`src/rtl/booth_mul_seq.sv`:
```
// booth_mul_seq: radix-2 Booth 32x32 signed multiplier using an external adder; BOOTH_MUL_ZERO_SKIP_EN skips zero operands
module booth_mul_seq (
    input  logic        clk,
    input  logic        clr,
    input  logic        Start,
    input  logic [31:0] A,
    input  logic [31:0] B,
    output logic [31:0] AddA,
    output logic [31:0] AddB,
    output logic        AddCin,
    input  logic [31:0] AddSum,
    input  logic        AddCout,
    output logic        Busy,
    output logic        Done,
    output logic [31:0] Hi,
    output logic [31:0] Lo
);
    localparam logic [1:0] IDLE = 2'd0, RUN = 2'd1, DONE = 2'd2;
    logic [1:0] state;
    logic [31:0] acc, q, m, p, n_acc, n_q;
    logic [5:0] cnt;
    logic qm1, zero, run, op_add, op_sub, arith, s, accept;
    always_comb begin
        run = state == RUN;
        accept = Start && !run;
        op_add = run && !q[0] && qm1;
        op_sub = run && q[0] && !qm1;
        arith = op_add || op_sub;
        AddA = acc;
        AddB = op_add ? m : op_sub ? ~m : 32'd0;
        AddCin = op_sub;
        p = arith ? AddSum : acc;
        // sign of the true 33-bit sum survives overflow (e.g. subtracting 0x80000000)
        s = arith ? acc[31] ^ AddB[31] ^ AddCout : acc[31];
        n_acc = {s, p[31:1]};
        n_q = {p[0], q[31:1]};
        Busy = run;
        Done = state == DONE;
    end
    always_ff @(posedge clk) begin
        if (clr) begin
            state <= IDLE;
            acc <= '0;
            q <= '0;
            qm1 <= 1'b0;
            m <= '0;
            cnt <= '0;
            zero <= 1'b0;
            Hi <= '0;
            Lo <= '0;
        end else if (accept) begin
            state <= RUN;
            acc <= '0;
            q <= B;
            qm1 <= 1'b0;
            m <= A;
            cnt <= '0;
`ifdef BOOTH_MUL_ZERO_SKIP_EN
            zero <= A == 32'd0 || B == 32'd0;
`else
            zero <= 1'b0;
`endif
        end else if (run && zero) begin
            state <= DONE;
            Hi <= '0;
            Lo <= '0;
        end else if (run) begin
            acc <= n_acc;
            q <= n_q;
            qm1 <= q[0];
            cnt <= cnt + 6'd1;
            if (cnt == 6'd31) begin
                state <= DONE;
                Hi <= n_acc;
                Lo <= n_q;
            end
        end else if (state == DONE) begin
            state <= IDLE;
        end
    end
endmodule

```
`config.mk`:
```
export PLATFORM = sky130hd
export DESIGN_NAME = booth_mul_seq
export DESIGN_NICKNAME = d
export VERILOG_FILES = /design/src/rtl/booth_mul_seq.sv
export SDC_FILE = /design/constraint.sdc
export NUM_CORES = 1
export LEC_CHECK = 0
export ABC_CLOCK_PERIOD_IN_PS = 2900
export BUFFER_PORTS_ARGS = -buffer_cell sky130_fd_sc_hd__buf_2
export CELL_PAD_IN_SITES_DETAIL_PLACEMENT = 2
export CELL_PAD_IN_SITES_GLOBAL_PLACEMENT = 2
export CORE_MARGIN = 2
export CORE_UTILIZATION = 30
export DETAILED_ROUTE_END_ITERATION = 8
export PLACE_DENSITY = 0.92
export SYNTH_ARGS = -nofsm -noshare
export SYNTH_HDL_FRONTEND = slang
export SYNTH_SLANG_ARGS = --single-unit
```
`constraint.sdc`:
```
create_clock -name clk -period 2.9 [get_ports clk]
set_clock_uncertainty 0.2 [all_clocks]
set_input_delay 0.58 -clock clk [delete_from_list [all_inputs] [get_ports clk]]
set_output_delay 0.58 -clock clk [all_outputs]
set_load 0.03 [all_outputs]
```
==> reports/metrics.csv <==
metric,value,unit
status,"complete, no violations",
CTS root buffer,clkbuf_16,
fin nets,1136,
H-tree depth,4,
# rows,55,
max_cap viols,0,
detailed placer's ending HPWL,18.2,mm
Worst-Skew Late Latency,0.42,ns
Tightest Pin Transition,0.750,ns
switch share,0.294,
Worst Path Required,2.12,ns
Avg WL per Cell,19.0,um
Sink Count,169,
static leakage,3.63,nW
Overall Power,5.49,mW
height of the die,155,um
worst min path class,primary input to flop,
register area,3380,um^2
initial antenna violation count,1,
Period minus WS final,2.76,ns
Syn Area/Cell,8.17,um^2
NetSw,1.61,mW
# port buffers,230,
CP Data Arrival Time,1.98,ns
Crit Path Class,flop to output pin,
fin cells,1332,
"Setup violations, final",0,
most common flop cell mapped by yosys,dfxtp_1,
CTS tree,done,
Final Wtd Congestion,0.755,
crit-path max FO,33,
WL final,25.3,mm
first-pass GRT wire length,40.2,mm
Int Power,3.87,mW
Slew Limit Headroom,0.500,
Filler cells,2634,
"Slew Viols, Final",0,
sequential cell fraction of total power,0.459,
CP startpoint kind,flop,
"most common cell after layout, fill and taps aside",buf_2,
multi-input combinational cell area,3090,um^2
initial core utilization,0.304,
Die W,155,um
"Reg clk slew, reported paths",0.08,ns
post-CTS setup buffer count,0,
GRT overflow,0,
Die ar.,24000,um^2
Post-synth ARST share,0,
Via Count,6768,
share of layout cells above drive strength 1,0.275,
register area share after synthesis,0.495,
Comb power frac,0.122,
Setup TNS Final,0,ns
VDD IR-drop max,0.000399,V
CP Capture Type,output pin,
yosys warns,0,
Post-synth EDFFs,0,
unrepaired setup endpoints after global routing,no,
final hold violation count,0,
vias per cell,5.08,
cts bufs inserted,17,
P&R area growth vs syn,28.1,%
I/O pins,231,
maximum clock path buffer count,2,
cell area power density,627,nW/um^2
core area,22500,um^2
Netlist Area Pre-Place,6830,um^2
"commonest cells after routing, fill and taps aside","buf_2, nand2_1, dfxtp_1",
vias in the first global route,7428,
Iteration-0 DRC Markers,247,
ANT nets after route,0,
first drt pass iteration count,5,
syn nets,940,
"FF+latch count, synth",169,
GRT Resource Usage Total,0.211,
synth unique cells,39,
f_max,362,MHz
final worst-path cycle share,0.951,
largest net degree at the start of global routing,72,
drc violations,0,
synthesized instance count,836,
CTS Hold Bufs,0,
clock share of power,0.419,
placed instance count,1298,
==> metrics by stage <==
| step | setup slack (ns) | utilization | instance area [um^2] | hold WS, ns |
|---|---|---|---|---|
| after floorplan | 0.0653 | - | 6830 | 0.245 |
| after global placement | 0.576 | 0.362 | 8150 | 0.242 |
| after detailed placement | 0.436 | 0.362 | 8150 | 0.248 |
| after CTS | 0.0486 | 0.388 | 8740 | 0.169 |
| after global routing | 0.0155 | 0.389 | 8740 | 0.172 |
| final | 0.141 | 0.389 | 8750 | 0.197 |
==> worst max-delay path: stages (launching register included) <==
cell and delay, ns:
dfxtp_1 0.33, inv_1 0.09, ha_2 0.24, and3b_1 0.23
buf_8 0.23, nand2_1 0.10, o21ai_0 0.11, buf_2 0.24
==> metal layers <==
| metal | share of wire | global-route usage |
|---|---|---|
| met3 | 0.051 | 0.0563 |
| met5 | 0 | 0 |
| met1 | 0.44 | 0.253 |
| met4 | 0.0073 | 0.0406 |
| met2 | 0.50 | 0.382 |
==> power by group through the flow <==
stage               Combinational [mW]  Sequential (mW)  Clock [mW]
detailed placement               0.674             2.57           0
CTS                              0.679             2.52        2.37
floorplan                        0.382             2.59           0
global route                     0.736             2.53        2.44
finish                           0.669             2.52        2.30
global placement                 0.638             2.56           0
==> final timing paths <==
path	from	to	slack, ns	depth (start not counted)
worst min register to register	Lo[8]	Lo[8]	0.26	2
worst max-delay path	state[1]	AddB[28]	0.14	7
worst min-delay path	A[0]	m[0]	0.20	3
worst max register to register	state[1]	q[31]	0.47	7
==> kinds of logic (layout without fill, tap and decap cells) <==
family / Yosys count / after routing / share of synthesized area
buffers and inverters: 76 / 285 / 0.0551
AOI/OAI and AO/OA: 239 / 239 / 0.205
xor gates and xnor gates: 6 / 6 / 0.00770
muxes: 34 / 34 / 0.0498
and+or+nand+nor: 308 / 308 / 0.180
adders and majority gates: 4 / 4 / 0.00733
DFF: 169 / 169 / 0.495
other: 0 / 2 / 0
==> flip-flops by register name (all words and copies together), names as in the netlist <==
register and cells:
cnt 6, state 2, m 32, q 32, qm1 1, Hi 32, AddA 32, Lo 32
==> timing repair <==
item,4_1_cts,5_1_grt
pin swaps,0,0
resized for setup,1,3
setup endpoints to repair,1,3
gates cloned,0,0
==> layout make-up <==
type,count,share of cell area
Tap cell,285,0.0408
Clock inverter,14,0.0176
Antenna cell,2,0.000572
Timing Repair Buffer,249,0.150
Sequential cell,169,0.387
Inverter,4,0.00172
Clock buffer,18,0.0490
Multi-Input combinational cell,591,0.353
==> Yosys cell counts (3+ instances only) <==
| cell | n | area [um^2] |
|---|---|---|
| nor2b_1 | 4 | 25.0 |
| nand4_1 | 3 | 18.8 |
| a21oi_1 | 104 | 521 |
| a211oi_1 | 33 | 248 |
| buf_1 | 7 | 26.3 |
| o21ai_0 | 66 | 330 |
| a22oi_1 | 8 | 60.1 |
| nand2_1 | 218 | 818 |
| xnor2_1 | 3 | 26.3 |
| nor2_1 | 67 | 251 |
| a311oi_1 | 23 | 201 |
| ha_1 | 4 | 50.1 |
| buf_2 | 16 | 80.1 |
| xor2_1 | 3 | 26.3 |
| nand3_1 | 3 | 15.0 |
| inv_1 | 3 | 11.3 |
| clkbuf_1 | 43 | 161 |
| mux2i_1 | 34 | 340 |
| dfxtp_1 | 169 | 3380 |
| buf_12 | 3 | 60.1 |
(Power assumes the default switching activity.)
